### src/rtl/riscv_pkg.sv
// rtl/riscv_pkg.sv - shared constants for the hazard/sequencing controller
// Purpose: EX operand forwarding select codes and memory-wait FSM state encodings.
// Contents: FWD_RF / FWD_WB / FWD_MEM select codes, hz_state_e state enum.
package riscv_pkg;

  // EX operand forwarding selects
  localparam logic [1:0] FWD_RF  = 2'b00;  // register file read data
  localparam logic [1:0] FWD_WB  = 2'b01;  // Writeback-stage result
  localparam logic [1:0] FWD_MEM = 2'b10;  // Memory-stage ALU result

  // Data-memory wait FSM states
  typedef enum logic [1:0] {
    HZ_BOOT = 2'b00,
    HZ_IDLE = 2'b01,
    HZ_WAIT = 2'b10,
    HZ_ERR  = 2'b11
  } hz_state_e;

endpackage

### src/rtl/hazard_ctrl_if.sv
// rtl/hazard_ctrl_if.sv - pipeline <-> hazard controller signal bundle
// Purpose: groups the per-stage register indices, control bits and the
// stall/flush/forward results exchanged between the core and hazard_ctrl.
// Modports:
//   master - pipeline side: drives indices/control, receives stall/flush/fwd/error
//   slave  - hazard_ctrl side: the reverse
interface hazard_ctrl_if #(
  parameter int REG_AW = 5
);
  logic [REG_AW-1:0] rs1D, rs2D;
  logic [REG_AW-1:0] rs1E, rs2E, rdE;
  logic              resultsrcE0;
  logic              pcsrcE;
  logic [REG_AW-1:0] rdM;
  logic              regwrM;
  logic [REG_AW-1:0] rdW;
  logic              regwrW;
  logic              memreqM;
  logic              memrdyM;
  logic              stallF, stallD, stallE, stallM;
  logic              flushD, flushE, flushW;
  logic [1:0]        fwdAE, fwdBE;
  logic              mem_errM;

  modport master (
    output rs1D, rs2D, rs1E, rs2E, rdE, resultsrcE0, pcsrcE,
           rdM, regwrM, rdW, regwrW, memreqM, memrdyM,
    input  stallF, stallD, stallE, stallM, flushD, flushE, flushW,
           fwdAE, fwdBE, mem_errM
  );

  modport slave (
    input  rs1D, rs2D, rs1E, rs2E, rdE, resultsrcE0, pcsrcE,
           rdM, regwrM, rdW, regwrW, memreqM, memrdyM,
    output stallF, stallD, stallE, stallM, flushD, flushE, flushW,
           fwdAE, fwdBE, mem_errM
  );

endinterface

### src/rtl/hz_mem_wait_fsm.sv
// rtl/hz_mem_wait_fsm.sv - data-memory wait/timeout state machine
// Purpose: tracks outstanding data-memory accesses, raises memstall while the
// access is pending and latches a sticky timeout error.
// Ports:
//   clk, rst  in   clock, asynchronous active-high reset
//   memreqM   in   Memory-stage instr accesses data memory
//   memrdyM   in   data memory completes access this cycle
//   boot      out  FSM in BOOT (first cycle after reset release)
//   memstall  out  freeze the pipe this cycle
//   mem_errM  out  sticky timeout flag (registered)
module hz_mem_wait_fsm
  import riscv_pkg::*;
#(
  parameter int MEM_TIMEOUT = 16
) (
  input  logic clk,
  input  logic rst,
  input  logic memreqM,
  input  logic memrdyM,
  output logic boot,
  output logic memstall,
  output logic mem_errM
);

  localparam int CW = $clog2(MEM_TIMEOUT + 1);

  hz_state_e     state;
  logic [CW-1:0] cnt;

  always_ff @(posedge clk or posedge rst) begin
    if (rst) begin
      state    <= HZ_BOOT;
      cnt      <= '0;
      mem_errM <= 1'b0;
    end else begin
      case (state)
        HZ_BOOT: state <= HZ_IDLE;
        HZ_IDLE: begin
          // Zero-wait accesses (memrdyM already high) never leave IDLE.
          if (memreqM && !memrdyM) begin
            state <= HZ_WAIT;
            cnt   <= CW'(1);
          end
        end
        HZ_WAIT: begin
          // memreqM is deliberately not looked at here: once waiting we only
          // leave on memrdyM or timeout.
          if (memrdyM) begin
            state <= HZ_IDLE;
            cnt   <= '0;
          end else if (cnt == CW'(MEM_TIMEOUT)) begin
            state    <= HZ_ERR;
            mem_errM <= 1'b1;
          end else begin
            cnt <= cnt + CW'(1);
          end
        end
        HZ_ERR:  mem_errM <= 1'b1;
        default: state <= HZ_BOOT;
      endcase
    end
  end

  // The IDLE term makes the stall visible in the same cycle the access is
  // first presented, before the FSM has registered the WAIT state.
  assign memstall = ((state == HZ_IDLE) && memreqM && !memrdyM) ||
                    ((state == HZ_WAIT) && !memrdyM) ||
                    (state == HZ_ERR);

  assign boot = (state == HZ_BOOT);

endmodule

### src/rtl/hazard_ctrl.sv
// rtl/hazard_ctrl.sv - hazard/sequencing controller for the 5-stage RISC-V pipe
// Purpose: EX-stage operand forwarding, load-use stall detection and the
// stall/flush priority mux, with the data-memory wait FSM as a sub-module.
// Ports:
//   clk, rst  in      core clock, asynchronous active-high reset
//   hz        slave   hazard_ctrl_if: register indices and control bits in,
//                     stallF/D/E/M, flushD/E/W, fwdAE/BE, mem_errM out
module hazard_ctrl
  import riscv_pkg::*;
#(
  parameter int REG_AW      = 5,
  parameter int MEM_TIMEOUT = 16
) (
  input  logic clk,
  input  logic rst,
  hazard_ctrl_if.slave hz
);

  logic boot;
  logic memstall;
  logic lwstall;

  hz_mem_wait_fsm #(
    .MEM_TIMEOUT(MEM_TIMEOUT)
  ) u_mem_fsm (
    .clk      (clk),
    .rst      (rst),
    .memreqM  (hz.memreqM),
    .memrdyM  (hz.memrdyM),
    .boot     (boot),
    .memstall (memstall),
    .mem_errM (hz.mem_errM)
  );

  // Newest producer (M) wins over older (W); x0 is hardwired zero and never forwarded.
  function automatic logic [1:0] fwd_sel(
    input logic [REG_AW-1:0] rs,
    input logic [REG_AW-1:0] rd_m,
    input logic              wr_m,
    input logic [REG_AW-1:0] rd_w,
    input logic              wr_w
  );
    if (wr_m && (rd_m != '0) && (rd_m == rs)) begin
      return FWD_MEM;
    end else if (wr_w && (rd_w != '0) && (rd_w == rs)) begin
      return FWD_WB;
    end else begin
      return FWD_RF;
    end
  endfunction

  assign lwstall = hz.resultsrcE0 && (hz.rdE != '0) &&
                   ((hz.rdE == hz.rs1D) || (hz.rdE == hz.rs2D));

  always_comb begin
    hz.stallF = 1'b0;
    hz.stallD = 1'b0;
    hz.stallE = 1'b0;
    hz.stallM = 1'b0;
    hz.flushD = 1'b0;
    hz.flushE = 1'b0;
    hz.flushW = 1'b0;
    hz.fwdAE  = FWD_RF;
    hz.fwdBE  = FWD_RF;
    if (boot) begin
      // Reset/BOOT: bubbles everywhere so stale pipeline contents never retire.
      hz.flushD = 1'b1;
      hz.flushE = 1'b1;
      hz.flushW = 1'b1;
    end else begin
      hz.fwdAE = fwd_sel(hz.rs1E, hz.rdM, hz.regwrM, hz.rdW, hz.regwrW);
      hz.fwdBE = fwd_sel(hz.rs2E, hz.rdM, hz.regwrM, hz.rdW, hz.regwrW);
      if (memstall) begin
        // Whole pipe frozen; W is bubbled so the M instruction retires only once.
        // Branch/load-use requests stay on the inputs and act after the freeze.
        hz.stallF = 1'b1;
        hz.stallD = 1'b1;
        hz.stallE = 1'b1;
        hz.stallM = 1'b1;
        hz.flushW = 1'b1;
      end else if (hz.pcsrcE) begin
        // Redirect squashes D and E, which also kills any load-use pair.
        hz.flushD = 1'b1;
        hz.flushE = 1'b1;
      end else if (lwstall) begin
        hz.stallF = 1'b1;
        hz.stallD = 1'b1;
        hz.flushE = 1'b1;
      end
    end
  end

endmodule
### src/flat_wrapper.sv
// flat-port wrapper written by rule: the top's interface ports become plain ports
module hazard_ctrl_flat import riscv_pkg::*;
#(
  parameter int REG_AW      = 5,
  parameter int MEM_TIMEOUT = 16
)
  (clk, rst, hz_rs1D, hz_rs2D, hz_rs1E, hz_rs2E, hz_rdE, hz_resultsrcE0, hz_pcsrcE, hz_rdM, hz_regwrM, hz_rdW, hz_regwrW, hz_memreqM, hz_memrdyM, hz_stallF, hz_stallD, hz_stallE, hz_stallM, hz_flushD, hz_flushE, hz_flushW, hz_fwdAE, hz_fwdBE, hz_mem_errM);
  hazard_ctrl_if #(.REG_AW(REG_AW)) hz_i ();
  input  logic clk;
  input  logic rst;
  input wire logic [$bits(hz_i.rs1D)-1:0] hz_rs1D;
  input wire logic [$bits(hz_i.rs2D)-1:0] hz_rs2D;
  input wire logic [$bits(hz_i.rs1E)-1:0] hz_rs1E;
  input wire logic [$bits(hz_i.rs2E)-1:0] hz_rs2E;
  input wire logic [$bits(hz_i.rdE)-1:0] hz_rdE;
  input wire logic [$bits(hz_i.resultsrcE0)-1:0] hz_resultsrcE0;
  input wire logic [$bits(hz_i.pcsrcE)-1:0] hz_pcsrcE;
  input wire logic [$bits(hz_i.rdM)-1:0] hz_rdM;
  input wire logic [$bits(hz_i.regwrM)-1:0] hz_regwrM;
  input wire logic [$bits(hz_i.rdW)-1:0] hz_rdW;
  input wire logic [$bits(hz_i.regwrW)-1:0] hz_regwrW;
  input wire logic [$bits(hz_i.memreqM)-1:0] hz_memreqM;
  input wire logic [$bits(hz_i.memrdyM)-1:0] hz_memrdyM;
  output wire logic [$bits(hz_i.stallF)-1:0] hz_stallF;
  output wire logic [$bits(hz_i.stallD)-1:0] hz_stallD;
  output wire logic [$bits(hz_i.stallE)-1:0] hz_stallE;
  output wire logic [$bits(hz_i.stallM)-1:0] hz_stallM;
  output wire logic [$bits(hz_i.flushD)-1:0] hz_flushD;
  output wire logic [$bits(hz_i.flushE)-1:0] hz_flushE;
  output wire logic [$bits(hz_i.flushW)-1:0] hz_flushW;
  output wire logic [$bits(hz_i.fwdAE)-1:0] hz_fwdAE;
  output wire logic [$bits(hz_i.fwdBE)-1:0] hz_fwdBE;
  output wire logic [$bits(hz_i.mem_errM)-1:0] hz_mem_errM;
  assign hz_i.rs1D = hz_rs1D;
  assign hz_i.rs2D = hz_rs2D;
  assign hz_i.rs1E = hz_rs1E;
  assign hz_i.rs2E = hz_rs2E;
  assign hz_i.rdE = hz_rdE;
  assign hz_i.resultsrcE0 = hz_resultsrcE0;
  assign hz_i.pcsrcE = hz_pcsrcE;
  assign hz_i.rdM = hz_rdM;
  assign hz_i.regwrM = hz_regwrM;
  assign hz_i.rdW = hz_rdW;
  assign hz_i.regwrW = hz_regwrW;
  assign hz_i.memreqM = hz_memreqM;
  assign hz_i.memrdyM = hz_memrdyM;
  assign hz_stallF = hz_i.stallF;
  assign hz_stallD = hz_i.stallD;
  assign hz_stallE = hz_i.stallE;
  assign hz_stallM = hz_i.stallM;
  assign hz_flushD = hz_i.flushD;
  assign hz_flushE = hz_i.flushE;
  assign hz_flushW = hz_i.flushW;
  assign hz_fwdAE = hz_i.fwdAE;
  assign hz_fwdBE = hz_i.fwdBE;
  assign hz_mem_errM = hz_i.mem_errM;
  hazard_ctrl #(.REG_AW(REG_AW), .MEM_TIMEOUT(MEM_TIMEOUT)) u_core (.clk(clk), .rst(rst), .hz(hz_i));
endmodule
### config.mk
export PLATFORM = sky130hd
export DESIGN_NAME = hazard_ctrl_flat
export DESIGN_NICKNAME = d
export VERILOG_FILES = /design/src/rtl/riscv_pkg.sv /design/src/rtl/hazard_ctrl_if.sv /design/src/rtl/hz_mem_wait_fsm.sv /design/src/rtl/hazard_ctrl.sv /design/src/flat_wrapper.sv
export SDC_FILE = /design/constraint.sdc
export NUM_CORES = 1
export LEC_CHECK = 0
export ABC_CLOCK_PERIOD_IN_PS = 2400
export CAP_MARGIN = 20
export CELL_PAD_IN_SITES_DETAIL_PLACEMENT = 0
export CELL_PAD_IN_SITES_GLOBAL_PLACEMENT = 1
export CORE_MARGIN = 2
export CORE_UTILIZATION = 28
export CTS_BUF_LIST = sky130_fd_sc_hd__clkbuf_4
export CTS_CLUSTER_DIAMETER = 200
export CTS_CLUSTER_SIZE = 12
export DETAILED_ROUTE_END_ITERATION = 12
export PLACE_DENSITY = 0.86
export SYNTH_ARGS = -nofsm -noshare
export SYNTH_HDL_FRONTEND = slang
export SYNTH_SLANG_ARGS = --single-unit
### constraint.sdc
create_clock -name clk -period 2.4 [get_ports clk]
set_input_delay 0.6 -clock clk [delete_from_list [all_inputs] [get_ports clk]]
set_output_delay 0.6 -clock clk [all_outputs]
set_load 0.02 [all_outputs]
## After elaboration in Yosys (flattened, before gate mapping)

Cells that the tools add are included.

- Equality and inequality tests: 15
- Reductions and logical operators: 26
- Add/sub/neg operators: 1
- Mux-type cells: 30

Operators with widths:

| cell | count |
|---|---|
| == test 5 bit | 6 |
| two-way mux 1 bit | 17 |
| two-way mux 5 bit | 3 |
| nonzero test 5 bit | 3 |
| two-way mux 2 bit | 7 |
| logical AND 1 bit | 12 |
| case mux 5 bit (2 select lines) | 1 |
| AND reduction 3 bit | 3 |
| != test 2 bit (second input constant) | 3 |
| != test 3 bit (second input constant) | 2 |
| case mux 2 bit (3 select lines) | 1 |
| adder 5 x 1 -> 5 bit (second input constant) | 1 |
| == test 5 bit (second input constant) | 1 |
| == test 2 bit (second input constant) | 2 |
| nonzero test 2 bit | 2 |
| logical OR 1 bit | 3 |
| nonzero test 3 bit | 1 |
| == test 2 x 1 -> 1 bit (second input constant) | 1 |
| zero test 2 bit | 1 |
| case mux 1 bit (2 select lines) | 1 |
| zero test 1 bit | 1 |

- Output and inout bits: 12
- Input bits: 43
- Flip-flop bits (word level): 8

## Longest topological paths before layout

- Depth in word-level cells: 7
- Mapped depth: 6
- Mapped depth without buffers: 6

## Cells and area by module

A second synthesis with hierarchy kept.

- Cells, all modules: 122
- Area total of the unflattened synthesis: 1083.5 µm²

By module, submodules not included:

| module | seq. area each (µm²) | cells an instance | area each (µm²) | instances |
|---|---|---|---|---|
| hz_mem_wait_fsm | 200.2 | 58 | 611.8 | 1 |
| hazard_ctrl | 0.0 | 64 | 471.7 | 1 |

## Worst setup path before layout

No wires, ideal clock.

- Kind: input -> output
- Start: in hz_rdM[1]
- End: out hz_fwdAE[0]
- Arrival: 1.904 ns
- Cell stages on the path: 4
- Path slack: -0.104 ns
- Required time: 1.800 ns
- Path through: or4_1 o21ai_2 nor3_1 nor4_2

- Cells in the longest elaborated chain, start to end: 5

Ends and longest elaborated chain:

| what | line | RTL |
|---|---|---|
| from (decl) | flat_wrapper.sv:18 | `input wire logic [$bits(hz_i.rdM)-1:0] hz_rdM;` |
| nonzero test 5 bit | hazard_ctrl.sv:43 | `if (wr_m && (rd_m != '0) && (rd_m == rs)) begin` |
| logical AND 1 bit | hazard_ctrl.sv:43 |  |
| logical AND 1 bit (*) | hazard_ctrl.sv:43 |  |
| two-way mux 2 bit (*) | hazard_ctrl.sv:43 |  |
| two-way mux 2 bit (*) | hazard_ctrl.sv:65 | `if (boot) begin` |
| to (decl) | flat_wrapper.sv:31 | `output wire logic [$bits(hz_i.fwdAE)-1:0] hz_fwdAE;` |

Every way passes the cells marked *; elsewhere a longest branch is shown, timed or not.

## Worst setup path after layout

- Start: in hz_rdW[1]
- End: out hz_fwdAE[0]

- Cells in the longest elaborated chain, start to end: 6

Ends and longest elaborated chain:

| what | line | RTL |
|---|---|---|
| from (decl) | flat_wrapper.sv:20 | `input wire logic [$bits(hz_i.rdW)-1:0] hz_rdW;` |
| nonzero test 5 bit | hazard_ctrl.sv:45 | `end else if (wr_w && (rd_w != '0) && (rd_w == rs)) begin` |
| logical AND 1 bit | hazard_ctrl.sv:45 |  |
| logical AND 1 bit (*) | hazard_ctrl.sv:45 |  |
| two-way mux 1 bit (*) | hazard_ctrl.sv:45 |  |
| two-way mux 2 bit (*) | hazard_ctrl.sv:43 |  |
| two-way mux 2 bit (*) | hazard_ctrl.sv:65 |  |

Marked as above.

==> metrics <==
Psw 0.4591 mW; Mapped Nets 175; Power, Total between 1 and 1.5 mW; Yosys top cell by area dfrtp_1; number of enable flip-flop cells after synthesis 0; GRT Total Usage 17.23%; commonest non-fill, non-tap cells in the layout buf_4, xor2_1, dlygate4sd2_1; Starting Density between 20% and 30%; Pwr per Cell Area roughly 540 nW/um^2; DR vias between 1000 and 1500; Unique masters post-synth 34; average vias per placed instance 4.866; slew of the pin with the lowest slew margin 373.1 ps; leading cell types by total area after synthesis dfrtp_1, xor2_1, ha_1; DP Cell Count 253; worst setup margin -152.3 ps; Crit. Startpoint hz_rdW[1]; Root Buffer clkbuf_4; clock skew approximately 1.2 ps; critical path's largest stage delay 500 ps; final core utilization roughly 54%; commonest non-fill, non-tap cell in the layout buf_4; Seq pwr share 17.2%; Chip Width ~65 um; drt total wl 3.614 mm; switching part of the total 43.76%; Static Leak 0.8828 nW; P_int 0.5901 mW; Crit Reg-Reg Startpoint u_core.u_mem_fsm.state[1]$_DFFE_PP0P_; Num CTS Buffers 3; H-tree Lvls 1; Die Y 64.76 um; Non-Filler Instances approximately 260; first-pass GRT wire length roughly 5.7 mm; min-delay src u_core.u_mem_fsm.mem_errM$_DFFE_PP0P_; prevailing post-synth register cell dfrtp_1; Fmax achieved 391.8 MHz; crit share post-route 106.3%; CTS tree done; yosys warns 0; Peak supply drop approximately 0.00033 V; CP startpoint kind primary input; router iterations before antenna repair 4; clock tree buffer depth 2; Setup violations, final 2; Die Area 4193 um^2; RSZ-0062 raised after global routing true; Final Hold Vio Count 0; Final Hold Slack 493.6 ps; initial antenna violation count 0; DR iter-0 viols 31; Synth Area per Inst 8.268 um^2; status finished, violations left; gpl congestion 0.8134; crit end category primary output; async set-reset flop share out of synthesis 100.0%; number of synthesized register bits 8; hpwl dp 2.999 mm; share of the synthesized area in the top cell type between 10% and 20%; Congestion Overflow GR 0; Syn-to-layout area delta 87.89%; mapped cell area 1033 um^2; worst hold path class reg2reg; nets@finish roughly 270; Arr. time, crit path 1950 ps; Core Area ~3600 um^2; detailed-route DRC error count 0; cell count after synthesis 125; FP Rows 22; max-cap violation count 0; Clk network pwr share between 10% and 20%; Routed Antenna Nets 0; relative slew slack 75.13%; post-synthesis sequential area ratio roughly a fifth; failing checks setup timing; post-layout minimum cycle time ~2600 ps; highest fanout seen on the critical path 3; share of cells above drive strength 1 40.38%; crit path cell chain clkdlybuf4s15_1 -> xor2_1 -> or4_4 -> nor4_4 -> buf_4; Data required, critical path approximately 1800 ps; final slew viol count 0; I/O Buffers between 50 and 60; pin count of the biggest net entering global routing 11; vias in the first global route 1339; Clk pin slew, worst setup/hold paths 60 ps; clk sinks 8; wire length per cell 13.85 um; number of top-level pins 55; Ant. Diodes 0; worst skew pair latency 260 ps; combinational fraction of design power 72.7%; slowest library cell on the worst path or4_4; Crit Path Class in2out
==> per-layer routing <==
layer  track usage (%)  vias to the layer above  share of wire (%)
li1                  -                      615                  -
met1             16.83                      604                 37
met2             34.79                       45                 54
met3             4.861                        6                7.5
met4             4.255                        0                1.3
met5                 0                        -                  0
==> cell type report <==
class                           count  area, um^2
Multi-Input combinational cell    107       922.1
Tap cell                           48       60.06
Fill cell                         380        1664
Timing Repair Buffer               87       706.9
Sequential cell                     8       200.2
Inverter                            8       30.03
Clock buffer                        3       22.52
==> cells in the mapped netlist, drive strengths merged, types with 2 or more instances <==
cell type and count:
a21oi 4, a22o 2, buf 2, dfrtp 8
ha 7, inv 8, nand2 7, nand2b 5
nand3 4, nor2 6, nor2b 2, nor3 5
nor4 4, o211ai 2, o21ai 8, o21bai 2
o22ai 2, or2 2, or4 5, xnor2 10
xor2 20
==> worst max-delay path, delay by kind of cell <==
family	cells	cell delay, ps
xor+xnor	1	180
simple gates	2	780
buf+inv	2	390
==> power groups by stage <==
stage	Combinational, mW	Clock, mW	Sequential, mW
after floorplan	0.350	0	0.183
after global placement	0.687	0	0.180
after detailed placement	0.711	0	0.181
after CTS	0.715	0.108	0.179
after global routing	0.819	0.116	0.184
final	0.762	0.106	0.180
==> sequential cells by signal, indices dropped and copies added (netlist names) <==
signal / count
u_core.u_mem_fsm.mem_errM: 1
u_core.u_mem_fsm.cnt: 5
u_core.u_mem_fsm.state: 2
==> logic make-up (layout without fill, tap and decap cells) <==
logic type / after synthesis / count (layout) / share of synthesized area (%)
buffers and inverters: 10 / 98 / 4.358
adders and majority gates: 7 / 7 / 8.474
DFF: 8 / 8 / 19.37
xor gates and xnor gates: 30 / 30 / 25.42
AOI/OAI and AO/OA: 27 / 27 / 17.92
and+or+nand+nor: 43 / 43 / 24.45
==> final timing paths <==
kind / slack [ps] / cells past startpoint / endpoint
max: -150 / 5 / hz_fwdAE[0]
min: 490 / 2 / u_core.u_mem_fsm.mem_errM$_DFFE_PP0P_
max reg2reg: 570 / 8 / u_core.u_mem_fsm.cnt[4]$_DFFE_PP0P_
min reg2reg: 490 / 2 / u_core.u_mem_fsm.mem_errM$_DFFE_PP0P_
max in group asynchronous: 1560 / 2 / u_core.u_mem_fsm.cnt[1]$_DFFE_PP0P_
min in group asynchronous: 600 / 2 / u_core.u_mem_fsm.mem_errM$_DFFE_PP0P_
==> stage by stage <==
step	setup TNS, ps	worst slack [ps]	cell area (um^2)
floorplan	0	81.30	1054
global placement	-6619	-954.6	1849
detailed placement	-6899	-956.3	1849
CTS	-476.6	-216.8	1896
global route	-464.2	-192.3	1942
finish	-277.1	-152.3	1942
==> timing repair <==
| item | in CTS | in global routing |
|---|---|---|
| endpoints found under the setup margin | 11 | 10 |
| gates resized for setup | 115 | 36 |
| buffers inserted | 4 | 3 |
| hold buffers | 0 | 0 |
| pin swaps | 18 | 16 |
Note: power is estimated with default switching activity, not from simulation.
